[src/rtl/mem_arb_pkg.sv]
// Shared types and default widths for the instruction/data memory arbiter.
package mem_arb_pkg;

  localparam int unsigned ADDR_W_DEF = 8;
  localparam int unsigned DATA_W_DEF = 32;
  localparam int unsigned DEPTH_DEF  = 64;

  typedef enum logic [2:0] {
    S_IDLE  = 3'd0,
    S_DATA  = 3'd1,
    S_DRESP = 3'd2,
    S_FETCH = 3'd3,
    S_FRESP = 3'd4
  } state_t;

  typedef enum logic {
    GNT_FETCH = 1'b0,
    GNT_DATA  = 1'b1
  } grant_t;

endpackage

[src/rtl/mem_arb_pick.sv]
// Two-way alternating-priority selector: on contention the requester that
// did not win last time is granted.
module mem_arb_pick
  import mem_arb_pkg::*;
(
  input  logic   if_req,
  input  logic   dm_req,
  input  grant_t last_grant,
  output logic   grant_valid,
  output grant_t grant
);

  always_comb begin
    grant_valid = if_req | dm_req;
    grant       = GNT_FETCH;
    if (if_req && dm_req)
      grant = (last_grant == GNT_DATA) ? GNT_FETCH : GNT_DATA;
    else if (dm_req)
      grant = GNT_DATA;
  end

endmodule

[src/rtl/mem_access_arbiter.sv]
// Request/grant sequencer sharing one 1-cycle-latency memory between fetch
// and load/store. Optional misaligned-data trap: MEM_ARB_MISALIGN_TRAP_EN.
module mem_access_arbiter
  import mem_arb_pkg::*;
#(
  parameter int unsigned ADDR_W = ADDR_W_DEF,
  parameter int unsigned DATA_W = DATA_W_DEF,
  parameter int unsigned DEPTH  = DEPTH_DEF
) (
  input  logic              clk,
  input  logic              nRst,
  input  logic              if_req,
  input  logic [ADDR_W-1:0] if_addr,
  output logic [DATA_W-1:0] if_rdata,
  output logic              if_rvalid,
  input  logic              dm_req,
  input  logic              dm_we,
  input  logic [ADDR_W-1:0] dm_addr,
  input  logic [DATA_W-1:0] dm_wdata,
  output logic [DATA_W-1:0] dm_rdata,
  output logic              dm_done,
  output logic              dm_err,
  output logic              mem_en,
  output logic              mem_we,
  output logic [ADDR_W-3:0] mem_addr,
  output logic [DATA_W-1:0] mem_wdata,
  input  logic [DATA_W-1:0] mem_rdata,
  output logic              pc_enable
);

  localparam bit DEPTH_OK = (DEPTH == (1 << (ADDR_W - 2)));

  state_t            state;
  grant_t            last_grant;
  logic              grant_valid;
  grant_t            grant;
  logic [ADDR_W-3:0] if_waddr_q;
  logic [ADDR_W-3:0] dm_waddr_q;
  logic              dm_we_q;
  logic [DATA_W-1:0] dm_wdata_q;
  logic [DATA_W-1:0] if_rdata_q;
  logic [DATA_W-1:0] dm_rdata_q;
  logic              misalign_q;

  mem_arb_pick u_pick (
    .if_req      (if_req),
    .dm_req      (dm_req),
    .last_grant  (last_grant),
    .grant_valid (grant_valid),
    .grant       (grant)
  );

`ifdef MEM_ARB_MISALIGN_TRAP_EN
  logic unused_bits;
  assign unused_bits = ^{if_addr[1:0], DEPTH_OK};
`else
  logic unused_bits;
  assign unused_bits = ^{if_addr[1:0], dm_addr[1:0], DEPTH_OK};
  assign misalign_q  = 1'b0;
  assign dm_err      = 1'b0;
`endif

  always_ff @(posedge clk or negedge nRst) begin
    if (!nRst) begin
      state      <= S_IDLE;
      last_grant <= GNT_DATA;
      if_waddr_q <= '0;
      dm_waddr_q <= '0;
      dm_we_q    <= 1'b0;
      dm_wdata_q <= '0;
      if_rdata_q <= '0;
      dm_rdata_q <= '0;
      if_rvalid  <= 1'b0;
      dm_done    <= 1'b0;
      pc_enable  <= 1'b0;
`ifdef MEM_ARB_MISALIGN_TRAP_EN
      misalign_q <= 1'b0;
      dm_err     <= 1'b0;
`endif
    end else begin
      if_rvalid <= 1'b0;
      dm_done   <= 1'b0;
      pc_enable <= 1'b0;
`ifdef MEM_ARB_MISALIGN_TRAP_EN
      dm_err    <= 1'b0;
`endif
      case (state)
        S_IDLE: begin
          if (grant_valid) begin
            last_grant <= grant;
            if (grant == GNT_DATA) begin
              dm_waddr_q <= dm_addr[ADDR_W-1:2];
              dm_we_q    <= dm_we;
              dm_wdata_q <= dm_wdata;
`ifdef MEM_ARB_MISALIGN_TRAP_EN
              misalign_q <= |dm_addr[1:0];
`endif
              state      <= S_DATA;
            end else begin
              if_waddr_q <= if_addr[ADDR_W-1:2];
              state      <= S_FETCH;
            end
          end
        end
        // Pulses are registered on entry to the response state so they
        // line up with the memory's read data.
        S_DATA: begin
          dm_done <= 1'b1;
`ifdef MEM_ARB_MISALIGN_TRAP_EN
          dm_err  <= misalign_q;
`endif
          state   <= S_DRESP;
        end
        S_DRESP: begin
          if (!dm_we_q && !misalign_q)
            dm_rdata_q <= mem_rdata;
          state <= S_IDLE;
        end
        S_FETCH: begin
          if_rvalid <= 1'b1;
          pc_enable <= 1'b1;
          state     <= S_FRESP;
        end
        S_FRESP: begin
          if_rdata_q <= mem_rdata;
          state      <= S_IDLE;
        end
        default: state <= S_IDLE;
      endcase
    end
  end

  // Read data is live from memory during the response cycle, then held.
  assign dm_rdata = (state == S_DRESP && !dm_we_q && !misalign_q) ? mem_rdata : dm_rdata_q;
  assign if_rdata = (state == S_FRESP) ? mem_rdata : if_rdata_q;

  always_comb begin
    mem_en    = 1'b0;
    mem_we    = 1'b0;
    mem_addr  = '0;
    mem_wdata = '0;
    case (state)
      S_DATA: begin
        mem_en    = !misalign_q;
        mem_we    = dm_we_q && !misalign_q;
        mem_addr  = dm_waddr_q;
        mem_wdata = dm_wdata_q;
      end
      S_FETCH: begin
        mem_en   = 1'b1;
        mem_addr = if_waddr_q;
      end
      default: ;
    endcase
  end

endmodule

[config.mk]
export PLATFORM = sky130hd
export DESIGN_NAME = mem_access_arbiter
export DESIGN_NICKNAME = d
export VERILOG_FILES = /design/src/rtl/mem_arb_pkg.sv /design/src/rtl/mem_arb_pick.sv /design/src/rtl/mem_access_arbiter.sv
export SDC_FILE = /design/constraint.sdc
export NUM_CORES = 1
export LEC_CHECK = 0
export ABC_AREA = 1
export BUFFER_PORTS_ARGS = -buffer_cell sky130_fd_sc_hd__buf_2
export CORE_UTILIZATION = 53
export CTS_BUF_LIST = sky130_fd_sc_hd__clkbuf_2
export DETAILED_ROUTE_END_ITERATION = 10
export PLACE_DENSITY = 0.87
export SYNTH_ARGS = -nofsm -noshare
export SYNTH_HDL_FRONTEND = slang
export SYNTH_SLANG_ARGS = --single-unit
[constraint.sdc]
create_clock -name clk -period 3.5 [get_ports clk]
set_input_delay 0.175 -clock clk [delete_from_list [all_inputs] [get_ports clk]]
set_output_delay 0.175 -clock clk [all_outputs]
set_load 0.02 [all_outputs]
==> impl_metrics.prom, run 1 <==
# TYPE chip_impl_metric gauge
chip_impl_metric{name="placement.cell_area",unit="um^2"} 5650
chip_impl_info{name="critical_path.cell_chain",value="nor2_4 -> nand3_2 -> buf_4 -> o21ai_0 -> buf_2"} 1
chip_impl_metric{name="num_vias",unit=""} 4751
chip_impl_metric{name="drt_wl_total",unit="um"} 13900
chip_impl_metric{name="numPortBuffers",unit=""} 187
chip_impl_info{name="yosys_most_used_dff",value="dfrtp_1"} 1
chip_impl_metric{name="slew_headroom",unit="%"} 35.2
chip_impl_metric{name="synth_xor_area_share",unit="%"} 0
chip_impl_metric{name="cts_made_buffers",unit=""} 17
chip_impl_metric{name="fin_nets",unit=""} 904
chip_impl_metric{name="route.layer.met1.wl",unit="um"} 5120
chip_impl_metric{name="htreeDepth",unit=""} 4
chip_impl_metric{name="layout.area.seq",unit="um^2"} 2880
chip_impl_metric{name="design_area",unit="um^2"} 6740
chip_impl_info{name="cpMaxStageDelayCell",value="dfrtp_1"} 1
chip_impl_metric{name="max_freq",unit="MHz"} 390
chip_impl_metric{name="post_synth_fa_ha_maj_area_fraction",unit="%"} 0
chip_impl_metric{name="die_width",unit="um"} 95.8
chip_impl_metric{name="clk_path_buf_depth",unit=""} 2
chip_impl_metric{name="total_global_routing_track_utilization",unit="%"} 32.3
chip_impl_metric{name="core.rowCount",unit=""} 33
chip_impl_info{name="hp-class",value="in -> reg"} 1
chip_impl_metric{name="non_filler_instance_count_after_layout",unit=""} 937
chip_impl_metric{name="cell_area_after_synthesis",unit="um^2"} 4660
chip_impl_info{name="cts_root_buffer",value="clkbuf_2"} 1
chip_impl_metric{name="clkSlewWorstSetupHoldPaths",unit="ns"} 0.18
chip_impl_metric{name="final.setup_skew",unit="ns"} 0.0436
chip_impl_metric{name="worst_hold_path.num_cells",unit=""} 4
chip_impl_metric{name="num_io_pins",unit=""} 193
chip_impl_metric{name="grt_overflow",unit=""} 0
chip_impl_metric{name="synth-compound-area-share",unit="%"} 7.14
chip_impl_info{name="layout.cells.most_common",value="nand2_1"} 1
chip_impl_metric{name="reg2reg_slack",unit="ns"} 1.58
chip_impl_metric{name="maximum_number_of_pins_on_one_net_before_global_route_repair",unit=""} 79
chip_impl_metric{name="critPathMaxFanout",unit=""} 56
chip_impl_metric{name="timing.reg2reg.worst_path_depth",unit=""} 5
chip_impl_metric{name="area_fraction_in_and_or_nand_and_nor_cells_after_synthesis",unit="%"} 22.5
chip_impl_metric{name="route.met2.wl",unit="um"} 7110
chip_impl_info{name="worst_hold_path.endpoint",value="state[1]"} 1
chip_impl_metric{name="ys_ff_latch",unit=""} 115
chip_impl_metric{name="setup-violations-final",unit=""} 0
chip_impl_metric{name="grt_antenna_before_repair",unit=""} 0
chip_impl_metric{name="cp.buffers_inverters",unit=""} 2
chip_impl_metric{name="multiInputGateArea",unit="um^2"} 1390
chip_impl_metric{name="numPlacedInstances",unit=""} 819
chip_impl_metric{name="drv_slew",unit=""} 0
chip_impl_info{name="dominant_combinational_cell_family_by_area_after_synthesis",value="simple AND/OR/NAND/NOR gates"} 1
chip_impl_metric{name="routed_length_on_met3",unit="um"} 1260
chip_impl_metric{name="fp.coreArea",unit="um^2"} 8380
chip_impl_metric{name="drtIter0Drc",unit=""} 284
chip_impl_metric{name="tightestPinTransition",unit="ns"} 0.971
chip_impl_metric{name="avgRoutedWirePerCell",unit="um"} 14.9
chip_impl_metric{name="critical-path-max-stage-delay",unit="ns"} 0.49
chip_impl_metric{name="share_of_cells_above_drive_strength_1",unit="%"} 27.9
chip_impl_metric{name="yosys.cell_types.count",unit=""} 19
chip_impl_metric{name="powerDensity",unit="nW/um^2"} 915
chip_impl_metric{name="grt_pass1_vias",unit=""} 4837
chip_impl_metric{name="cts_post_setup_buffers_inserted",unit=""} 0
chip_impl_metric{name="worst_ep_arrival_time",unit="ns"} 2.39
chip_impl_info{name="highest_layer",value="met4"} 1
chip_impl_metric{name="filler_cell_count",unit=""} 491
chip_impl_metric{name="number_of_routed_nets_with_antenna_violations",unit=""} 0
chip_impl_metric{name="synth_cells",unit=""} 546
chip_impl_metric{name="number_of_endpoints_with_negative_hold_slack_in_the_final_report",unit=""} 0
chip_impl_metric{name="diodes",unit=""} 0
chip_impl_info{name="end_kind",value="output pin"} 1
chip_impl_metric{name="dieHeight",unit="um"} 95.8
chip_impl_info{name="cts_tree",value="done"} 1
chip_impl_info{name="final_cell_mix",value="218 x nand2_1, 186 x buf_2, 114 x dfrtp_1, 86 x dlygate4sd3_1, 70 x inv_1"} 1
chip_impl_metric{name="clock_sink_count",unit=""} 115
chip_impl_info{name="r2r-end",value="if_waddr_q[5]"} 1
chip_impl_metric{name="layout_worst_path_cycle_share",unit="%"} 73.3
chip_impl_info{name="start_kind",value="flip-flop"} 1
chip_impl_metric{name="avgSynthCellArea",unit="um^2"} 8.54
chip_impl_metric{name="design.die.area",unit="um^2"} 9170
chip_impl_metric{name="clock_latency",unit="ns"} 0.64
chip_impl_info{name="worst_path_dominant_cell_family",value="buffers and inverters"} 1
chip_impl_metric{name="share_of_cell_area_taken_by_muxes_after_synthesis",unit="%"} 0
chip_impl_metric{name="totalNegativeSetupSlack",unit="ns"} 0
chip_impl_metric{name="maxCapViolCount",unit=""} 0
chip_impl_info{name="grt_setup_unrepaired",value="no"} 1
chip_impl_metric{name="total_leakage_power",unit="nW"} 3.89
chip_impl_metric{name="hpwlAfterDp",unit="um"} 7490
chip_impl_metric{name="ys_seq_area_share",unit="%"} 61.8
chip_impl_metric{name="cp_data_required_time",unit="ns"} 3.32
chip_impl_metric{name="synthArstFlopShare",unit="%"} 100
chip_impl_metric{name="postSynthNetCount",unit=""} 631
chip_impl_info{name="reg2reg_from",value="last_grant"} 1
chip_impl_metric{name="count_of_yosys_warnings_during_synthesis",unit=""} 0
chip_impl_metric{name="ir_worst_vdd",unit="mV"} 0.698
chip_impl_metric{name="synth-edff-count",unit=""} 0
chip_impl_metric{name="grt_first_pass_wirelength",unit="um"} 22100
chip_impl_info{name="crit_type",value="reg -> out"} 1
chip_impl_metric{name="crit_cells",unit=""} 5
chip_impl_metric{name="remaining_drc_errors",unit=""} 0
chip_impl_metric{name="floorplan.initialDensity",unit="%"} 55.6
chip_impl_metric{name="final_period_minus_worst_setup_slack",unit="ns"} 2.56
chip_impl_info{name="status",value="completed"} 1
chip_impl_metric{name="area.growth.synth_to_final",unit="%"} 44.5
chip_impl_metric{name="dr_vias_cell",unit=""} 5.07
chip_impl_metric{name="drt-pass1-iter-count",unit=""} 5
chip_impl_info{name="holdCritStartpoint",value="dm_req"} 1
chip_impl_metric{name="globalplace.congestion",unit=""} 0.795
power breakdown:
part	internal, W	leakage (nW)	total (W)	switching [W]
logic	0.000918	2.35	0.00305	0.00213
clock network	0.000324	0.133	0.000844	0.000520
registers	0.00197	1.41	0.00226	0.000290
tightest hold or removal path, stage by stage:
cell and delay [ns]:
buf_2 0.11, a21boi_1 0.17, nand2_1 0.22, nand2_1 0.07
synth_stat cells (2+ instances only):
| library cell | number | share of area [%] |
|---|---|---|
| nand2_1 | 218 | 18 |
| dfrtp_1 | 114 | 61 |
| inv_1 | 70 | 5.6 |
| o21ai_0 | 65 | 7.0 |
| nor2_1 | 35 | 2.8 |
| buf_2 | 15 | 1.6 |
| clkbuf_1 | 6 | 0.48 |
| nand3_1 | 6 | 0.64 |
| buf_4 | 3 | 0.48 |
| nor2_2 | 3 | 0.40 |
| nand2_2 | 2 | 0.27 |
| nand3_2 | 2 | 0.43 |
worst max path at each step:
| stage | from | to | slack (ns) |
|---|---|---|---|
| 3_5_place_dp | state[2] | dm_rdata[8] | 1.68 |
| 5_1_grt | state[2] | dm_rdata[20] | 0.70 |
| 3_3_place_gp | state[2] | dm_rdata[8] | 1.74 |
| 6_report | state[2] | dm_rdata[0] | 0.94 |
| 4_1_cts | state[2] | dm_rdata[8] | 0.94 |
| 2_1_floorplan | state[2] | dm_rdata_q[10] | 1.89 |
state kept, by name, indices dropped and copies added, names as in the netlist:
signal      count
if_waddr_q      6
dm_wdata_q     32
if_rdata_q     32
dm_done         1
dm_waddr_q      6
last_grant      1
dm_rdata_q     32
dm_we_q         1
pc_enable       1
state           3
per-layer routing:
metal	vias up	track usage, %
li1	2187	-
met1	2218	36.7
met2	298	56.2
met3	48	9.16
met4	0	15.4
met5	-	0
per-stage QoR:
| step | hold WS (ns) | total power, W | setup slack, ns | util (%) |
|---|---|---|---|---|
| after CTS | 0.0645 | 0.00603 | 0.936 | 80.4 |
| after global routing | 0.127 | 0.00661 | 0.704 | 80.4 |
| after detailed placement | 0.379 | 0.00510 | 1.68 | 67.4 |
| after global placement | 0.367 | 0.00498 | 1.74 | 67.4 |
| final | 0.151 | 0.00616 | 0.936 | 80.4 |
| after floorplan | -0.121 | 0.00414 | 1.89 | - |
area by class of cell:
class | count | area share [%]
inverters | 71 | 3.96
multi-input cells | 335 | 20.6
flip-flops and latches | 115 | 42.7
well taps | 105 | 1.95
repair buffers | 279 | 27.4
clock buffers | 18 | 1.34
clock inverters | 14 | 2.06
logic make-up after synthesis:
group | count (synthesis)
other | 1
flip-flops | 115
AO/OA/AOI/OAI | 66
AND/OR/NAND/NOR | 268
buffers and inverters | 96
timing repair:
item                      in CTS  in global routing
hold buffers                  86                  0
resized for setup              0                  0
hold endpoints to repair     186                  0
(Power assumes the default switching activity.)
==> inputs of run 2 (changes only) <==
--- a/config.mk
+++ b/config.mk
@@ -7,10 +7,10 @@
 export LEC_CHECK = 0
 export ABC_AREA = 1
 export BUFFER_PORTS_ARGS = -buffer_cell sky130_fd_sc_hd__buf_2
-export CORE_UTILIZATION = 53
+export CORE_UTILIZATION = 50
 export CTS_BUF_LIST = sky130_fd_sc_hd__clkbuf_2
 export DETAILED_ROUTE_END_ITERATION = 10
-export PLACE_DENSITY = 0.87
+export PLACE_DENSITY = 0.83
 export SYNTH_ARGS = -nofsm -noshare
 export SYNTH_HDL_FRONTEND = slang
 export SYNTH_SLANG_ARGS = --single-unit
==> constraint.sdc (replaced) <==
create_clock -name clk -period 2.6 [get_ports clk]
set_input_delay 0.13 -clock clk [delete_from_list [all_inputs] [get_ports clk]]
set_output_delay 0.13 -clock clk [all_outputs]
set_load 0.02 [all_outputs]
==> run 2 against run 1 <==
Effect of this change: clock power is 13% higher; critical endpoint is now if_rdata[30]; power is 31% higher; sequential power is 33% higher; register-to-register slack worse by 0.84 ns; clock skew is 0.019 ns lower; critical path depth stayed put; clock-buffer cell count stayed put; first-iteration DRC count is 3.5% lower.
==> impl_metrics.prom, run 2 (synthesis results as in run 1) <==
# TYPE chip_impl_metric gauge
chip_impl_info{name="status",value="completed"} 1
chip_impl_metric{name="drt-pass1-iter-count",unit=""} 5
chip_impl_metric{name="hpwlAfterDp",unit="um"} 7330
chip_impl_metric{name="clkSlewWorstSetupHoldPaths",unit="ns"} 0.18
chip_impl_metric{name="post-layout-total-power",unit="W"} 0.00805
chip_impl_metric{name="reg2reg_slack",unit="ns"} 0.74
chip_impl_metric{name="max_freq",unit="MHz"} 413
chip_impl_metric{name="remaining_drc_errors",unit=""} 0
chip_impl_info{name="critical_path.cell_chain",value="inv_1 -> nand3_2 -> buf_6 -> o21ai_0 -> buf_2"} 1
chip_impl_info{name="hp-class",value="in -> reg"} 1
chip_impl_metric{name="utilization_of_the_core_after_routing",unit="%"} 75.8
chip_impl_metric{name="clock_sink_count",unit=""} 115
chip_impl_metric{name="avgRoutedWirePerCell",unit="um"} 14.3
chip_impl_info{name="cpMaxStageDelayCell",value="dfrtp_1"} 1
chip_impl_metric{name="hold_slack",unit="ns"} 0.138
chip_impl_metric{name="final.setup_skew",unit="ns"} 0.0241
chip_impl_metric{name="dieHeight",unit="um"} 98.6
chip_impl_info{name="crit_type",value="reg -> out"} 1
chip_impl_metric{name="die_width",unit="um"} 98.6
chip_impl_info{name="cts_tree",value="done"} 1
chip_impl_info{name="layout.cells.most_common",value="nand2_1"} 1
chip_impl_info{name="start_kind",value="flip-flop"} 1
chip_impl_metric{name="tightestPinTransition",unit="ns"} 0.497
chip_impl_metric{name="fin_nets",unit=""} 905
chip_impl_metric{name="total_global_routing_track_utilization",unit="%"} 29.5
chip_impl_metric{name="powerDensity",unit="nW/um^2"} 1190
chip_impl_metric{name="cts_post_setup_buffers_inserted",unit=""} 0
chip_impl_metric{name="maximum_number_of_pins_on_one_net_before_global_route_repair",unit=""} 76
chip_impl_metric{name="num_vias",unit=""} 4643
chip_impl_info{name="cts_root_buffer",value="clkbuf_2"} 1
chip_impl_metric{name="drv_slew",unit=""} 0
chip_impl_metric{name="cts_made_buffers",unit=""} 17
chip_impl_metric{name="clock_latency",unit="ns"} 0.63
chip_impl_info{name="largest_registers",value="dm_rdata_q: 32 flops, dm_wdata_q: 32 flops, if_rdata_q: 32 flops"} 1
chip_impl_info{name="grt_setup_unrepaired",value="no"} 1
chip_impl_metric{name="grt_first_pass_wirelength",unit="um"} 22100
chip_impl_metric{name="final_period_minus_worst_setup_slack",unit="ns"} 2.42
chip_impl_metric{name="setup-violations-final",unit=""} 0
chip_impl_metric{name="grt_antenna_before_repair",unit=""} 0
chip_impl_metric{name="htreeDepth",unit=""} 4
chip_impl_metric{name="dr_vias_cell",unit=""} 4.94
chip_impl_metric{name="diodes",unit=""} 0
chip_impl_metric{name="slew_headroom",unit="%"} 66.8
chip_impl_info{name="end_kind",value="output pin"} 1
chip_impl_metric{name="totalNegativeSetupSlack",unit="ns"} 0
chip_impl_metric{name="core.rowCount",unit=""} 34
chip_impl_metric{name="num_io_pins",unit=""} 193
chip_impl_metric{name="critical-path-max-stage-delay",unit="ns"} 0.44
chip_impl_metric{name="numPortBuffers",unit=""} 187
chip_impl_metric{name="ir_worst_vdd",unit="mV"} 0.888
chip_impl_metric{name="globalplace.congestion",unit=""} 0.774
chip_impl_metric{name="total_leakage_power",unit="nW"} 3.89
chip_impl_metric{name="dpl_worst_slack",unit="ns"} 0.891
chip_impl_metric{name="drt_wl_total",unit="um"} 13400
chip_impl_metric{name="design.die.area",unit="um^2"} 9710
chip_impl_metric{name="floorplan.initialDensity",unit="%"} 52.4
chip_impl_metric{name="clk_path_buf_depth",unit=""} 2
chip_impl_metric{name="worst_ep_arrival_time",unit="ns"} 2.29
chip_impl_info{name="final_cell_mix",value="218 x nand2_1, 186 x buf_2, 114 x dfrtp_1, 87 x dlygate4sd3_1, 70 x inv_1"} 1
chip_impl_metric{name="drtIter0Drc",unit=""} 274
chip_impl_metric{name="area.growth.synth_to_final",unit="%"} 44.6
chip_impl_metric{name="maxCapViolCount",unit=""} 0
chip_impl_metric{name="share_of_cells_above_drive_strength_1",unit="%"} 27.6
chip_impl_metric{name="fp.coreArea",unit="um^2"} 8890
chip_impl_metric{name="number_of_endpoints_with_negative_hold_slack_in_the_final_report",unit=""} 0
chip_impl_metric{name="timing.final.ws_setup",unit="ns"} 0.178
chip_impl_metric{name="layout_worst_path_cycle_share",unit="%"} 93.2
chip_impl_metric{name="critPathMaxFanout",unit=""} 64
chip_impl_metric{name="grt_overflow",unit=""} 0
chip_impl_metric{name="grt_pass1_vias",unit=""} 4733
chip_impl_metric{name="number_of_routed_nets_with_antenna_violations",unit=""} 0
chip_impl_metric{name="cp_data_required_time",unit="ns"} 2.47
==> run 2: cell types whose count changed in the layout (fill, tap and decap cells not counted), moves of 2 or more <==
cell      previous run  this run
buf_4                7         3
clkinv_2             2         4
buf_6                0         2
buf_12               0         2
clkinv_4             3         0
==> run 2: what timing repair did <==
action,CTS,global route
endpoints found under the hold margin,225,0
resized for setup,0,3
hold buffers,88,0
endpoints found under the setup margin,0,10
==> run 2: per-layer routing <==
metal	global-route usage, %	share of wire, %
met1	33.4	39
met2	50.7	50
met3	10.1	8.8
met4	13.2	2.7
met5	0	0
==> run 2: area by class of cell <==
cell class              instances  area (um^2)
inverters                      71          267
clock buffers                  18         90.1
clock inverters                13         95.1
repair buffers                280         1890
flip-flops and latches        115         2880
well taps                     108          135
fillers                       570         2150
multi-input cells             335         1390
==> run 2: power breakdown <==
group	switching [W]	leakage, nW	internal, W
Clock	0.000635	0.111	0.000320
Combinational	0.00283	2.37	0.00125
Sequential	0.000360	1.41	0.00265
Total	0.00383	3.89	0.00423
==> run 2: critical path, delay by kind of cell (launching register included) <==
kind / cells / cell delay, ns
DFF: 1 / 0.44
AOI/OAI and AO/OA: 1 / 0.43
buffers and inverters: 3 / 0.70
and+or+nand+nor: 1 / 0.10
==> run 2: stage by stage <==
| step | instances | cell area [um^2] |
|---|---|---|
| 2_1_floorplan | 546 | 4660 |
| 3_3_place_gp | 821 | 5650 |
| 3_5_place_dp | 821 | 5650 |
| 4_1_cts | 940 | 6730 |
| 5_1_grt | 940 | 6740 |
| 6_report | 940 | 6740 |
==> run 2: final timing paths <==
kind                       cells after the start             end            from
min in group asynchronous                      4   dm_rdata_q[5]            nRst
hold / removal                                 5  dm_wdata_q[20]          dm_req
max in group asynchronous                      4      last_grant            nRst
setup / recovery                               5    if_rdata[30]        state[1]
setup reg to reg                               5   if_waddr_q[1]      last_grant
hold reg to reg                                2  dm_wdata_q[17]  dm_wdata_q[17]
==> inputs of run 3 (changes only) <==
--- a/config.mk
+++ b/config.mk
@@ -10,6 +10,7 @@
 export CORE_UTILIZATION = 50
 export CTS_BUF_LIST = sky130_fd_sc_hd__clkbuf_2
 export DETAILED_ROUTE_END_ITERATION = 10
+export HOLD_SLACK_MARGIN = 0.12
 export PLACE_DENSITY = 0.83
 export SYNTH_ARGS = -nofsm -noshare
 export SYNTH_HDL_FRONTEND = slang
==> constraint.sdc (replaced) <==
create_clock -name clk -period 2.6 [get_ports clk]
set_input_delay 0.26 -clock clk [delete_from_list [all_inputs] [get_ports clk]]
set_output_delay 0.26 -clock clk [all_outputs]
set_load 0.02 [all_outputs]
==> run 3 against run 2 <==
Effect of this change: die area did not move; final cell count rose by 0.11%; sequential share of layout area fell by 0.63 points; largest cell class unchanged; critical endpoint is now if_rdata[11]; highest routed layer unchanged; core utilization rose by 1.1 points.
==> impl_metrics.prom, run 3 (synthesis results as in run 1) <==
# TYPE chip_impl_metric gauge
chip_impl_metric{name="total_leakage_power",unit="nW"} 3.93
chip_impl_metric{name="cp.buffers_inverters",unit=""} 3
chip_impl_metric{name="total_global_routing_track_utilization",unit="%"} 29.9
chip_impl_info{name="crit_type",value="reg -> out"} 1
chip_impl_metric{name="area.growth.synth_to_final",unit="%"} 46.8
chip_impl_metric{name="core.rowCount",unit=""} 34
chip_impl_metric{name="number_of_endpoints_with_negative_hold_slack_in_the_final_report",unit=""} 0
chip_impl_metric{name="filler_cell_count",unit=""} 559
chip_impl_metric{name="fp.coreArea",unit="um^2"} 8890
chip_impl_metric{name="timing.final.ws_setup",unit="ns"} 0.132
chip_impl_info{name="globalRoute.busiestLayer",value="met2"} 1
chip_impl_metric{name="setup-violations-final",unit=""} 0
chip_impl_metric{name="critical-path-max-stage-delay",unit="ns"} 0.46
chip_impl_metric{name="maxCapViolCount",unit=""} 0
chip_impl_metric{name="clock_latency",unit="ns"} 0.64
chip_impl_metric{name="num_vias",unit=""} 4695
chip_impl_metric{name="final.setup_skew",unit="ns"} 0.0395
chip_impl_metric{name="drt-pass1-iter-count",unit=""} 5
chip_impl_metric{name="drv_slew",unit=""} 0
chip_impl_metric{name="reg2reg_slack",unit="ns"} 0.66
chip_impl_info{name="worst_hold_path.endpoint",value="state[1]"} 1
chip_impl_metric{name="clkSlewWorstSetupHoldPaths",unit="ns"} 0.18
chip_impl_metric{name="maximum_number_of_pins_on_one_net_before_global_route_repair",unit=""} 76
chip_impl_metric{name="grt_overflow",unit=""} 0
chip_impl_info{name="critical_path.cell_chain",value="inv_1 -> nand3_2 -> buf_6 -> o21ai_0 -> buf_2"} 1
chip_impl_metric{name="number_of_routed_nets_with_antenna_violations",unit=""} 0
chip_impl_metric{name="design.die.area",unit="um^2"} 9710
chip_impl_metric{name="design_area",unit="um^2"} 6840
chip_impl_metric{name="clock_sink_count",unit=""} 115
chip_impl_metric{name="clk_path_buf_depth",unit=""} 2
chip_impl_metric{name="powerDensity",unit="nW/um^2"} 1240
chip_impl_metric{name="dpl_worst_slack",unit="ns"} 0.794
chip_impl_metric{name="hpwlAfterDp",unit="um"} 7290
chip_impl_metric{name="gr-usage-met1",unit="%"} 33.6
chip_impl_metric{name="share_of_cells_above_drive_strength_1",unit="%"} 28.0
chip_impl_info{name="cp-startpoint",value="state[1]"} 1
chip_impl_metric{name="final_period_minus_worst_setup_slack",unit="ns"} 2.47
chip_impl_metric{name="floorplan.initialDensity",unit="%"} 52.4
chip_impl_info{name="holdCritStartpoint",value="dm_req"} 1
chip_impl_metric{name="drt_wl_total",unit="um"} 13800
chip_impl_info{name="worst_path_dominant_cell_family",value="buffers and inverters"} 1
chip_impl_metric{name="totalNegativeSetupSlack",unit="ns"} 0
chip_impl_metric{name="layout_worst_path_cycle_share",unit="%"} 94.9
chip_impl_metric{name="timing.reg2reg.worst_path_depth",unit=""} 6
chip_impl_metric{name="diodes",unit=""} 0
chip_impl_metric{name="globalplace.congestion",unit=""} 0.788
chip_impl_metric{name="layout.area.seq",unit="um^2"} 2880
chip_impl_metric{name="grt_antenna_before_repair",unit=""} 0
chip_impl_metric{name="drtIter0Drc",unit=""} 323
chip_impl_info{name="final_cell_mix",value="218 x nand2_1, 186 x buf_2, 114 x dfrtp_1, 87 x dlygate4sd3_1, 70 x inv_1"} 1
chip_impl_info{name="cts_root_buffer",value="clkbuf_2"} 1
chip_impl_info{name="r2r-end",value="if_waddr_q[4]"} 1
chip_impl_metric{name="tightestPinTransition",unit="ns"} 0.506
chip_impl_metric{name="multiInputGateArea",unit="um^2"} 1390
chip_impl_metric{name="groute.layer.met2.usage",unit="%"} 51.3
chip_impl_metric{name="dr_vias_cell",unit=""} 4.99
chip_impl_metric{name="critPathMaxFanout",unit=""} 64
chip_impl_metric{name="worst_hold_path.num_cells",unit=""} 4
chip_impl_metric{name="grt_pass1_vias",unit=""} 4731
chip_impl_metric{name="cts_made_buffers",unit=""} 17
chip_impl_metric{name="numPortBuffers",unit=""} 187
chip_impl_info{name="largest_registers",value="dm_rdata_q: 32 flops, dm_wdata_q: 32 flops, if_rdata_q: 32 flops"} 1
chip_impl_metric{name="htreeDepth",unit=""} 4
chip_impl_metric{name="worst_ep_arrival_time",unit="ns"} 2.21
chip_impl_metric{name="avgRoutedWirePerCell",unit="um"} 14.7
chip_impl_info{name="start_kind",value="flip-flop"} 1
chip_impl_info{name="status",value="completed"} 1
chip_impl_metric{name="fin_nets",unit=""} 905
chip_impl_metric{name="ir_worst_vdd",unit="mV"} 0.909
chip_impl_info{name="layout.cells.most_common",value="nand2_1"} 1
chip_impl_metric{name="hold_slack",unit="ns"} 0.272
chip_impl_info{name="hp-class",value="in -> reg"} 1
chip_impl_metric{name="num_io_pins",unit=""} 193
chip_impl_metric{name="placement.cell_area",unit="um^2"} 5670
chip_impl_info{name="cts_tree",value="done"} 1
chip_impl_metric{name="grtUsageMet3",unit="%"} 9.86
chip_impl_metric{name="dieHeight",unit="um"} 98.6
chip_impl_metric{name="max_freq",unit="MHz"} 405
chip_impl_metric{name="cp_data_required_time",unit="ns"} 2.34
chip_impl_metric{name="grt_first_pass_wirelength",unit="um"} 22300
chip_impl_info{name="cpMaxStageDelayCell",value="dfrtp_1"} 1
chip_impl_metric{name="die_width",unit="um"} 98.6
chip_impl_metric{name="remaining_drc_errors",unit=""} 0
chip_impl_info{name="end_kind",value="output pin"} 1
chip_impl_metric{name="slew_headroom",unit="%"} 66.2
chip_impl_info{name="reg2reg_from",value="state[1]"} 1
[run 3: area by class of cell]
class                           count  share of cell area, %
Clock inverter                     14                   2.74
Multi-Input combinational cell    335                   20.3
Timing Repair Buffer              280                   27.7
Clock buffer                       18                   1.32
Sequential cell                   115                   42.1
Inverter                           71                   3.89
Tap cell                          108                   1.97
[run 3: worst reg2reg max path, cell delays in order (launching register included)]
cell and delay, ns:
dfrtp_1 0.46, inv_1 0.21, nand2_1 0.10, nor2_2 0.26, nand3_1 0.13, dlygate4sd3_1 0.61, nand2_1 0.09
[run 3: repair_timing]
item	4_1_cts	5_1_grt
setup endpoints to repair	0	41
endpoints found under the hold margin	225	0
hold buffers	88	0
setup buffers	0	0
resized for setup	0	5
[run 3: routing by layer]
metal	part of all wire, %	up-vias
met3	9.0	47
met1	38	2165
li1	-	2195
met4	3.4	0
met5	0	-
met2	49	288
[run 3: power breakdown]
group / internal (W) / total (W) / switching, W
combinational: 0.00127 / 0.00414 / 0.00288
clock: 0.000628 / 0.00132 / 0.000692
sequential: 0.00265 / 0.00303 / 0.000377
total: 0.00455 / 0.00849 / 0.00394
[run 3: through the flow]
step | instances | utilization (%) | power [W]
2_1_floorplan | 546 | - | 0.00558
3_3_place_gp | 821 | 63.7 | 0.00673
3_5_place_dp | 821 | 63.7 | 0.00688
4_1_cts | 941 | 76.9 | 0.00833
5_1_grt | 941 | 77.0 | 0.00904
6_report | 941 | 77.0 | 0.00849
[run 3: worst max-delay path by stage]
stage	endpoint	slack, ns	cells past startpoint
2_1_floorplan	dm_rdata[10]	0.92	4
3_3_place_gp	mem_addr[3]	0.84	6
3_5_place_dp	mem_addr[3]	0.79	6
4_1_cts	if_rdata[0]	0.06	6
5_1_grt	if_rdata[12]	-0.03	6
6_report	if_rdata[11]	0.13	5
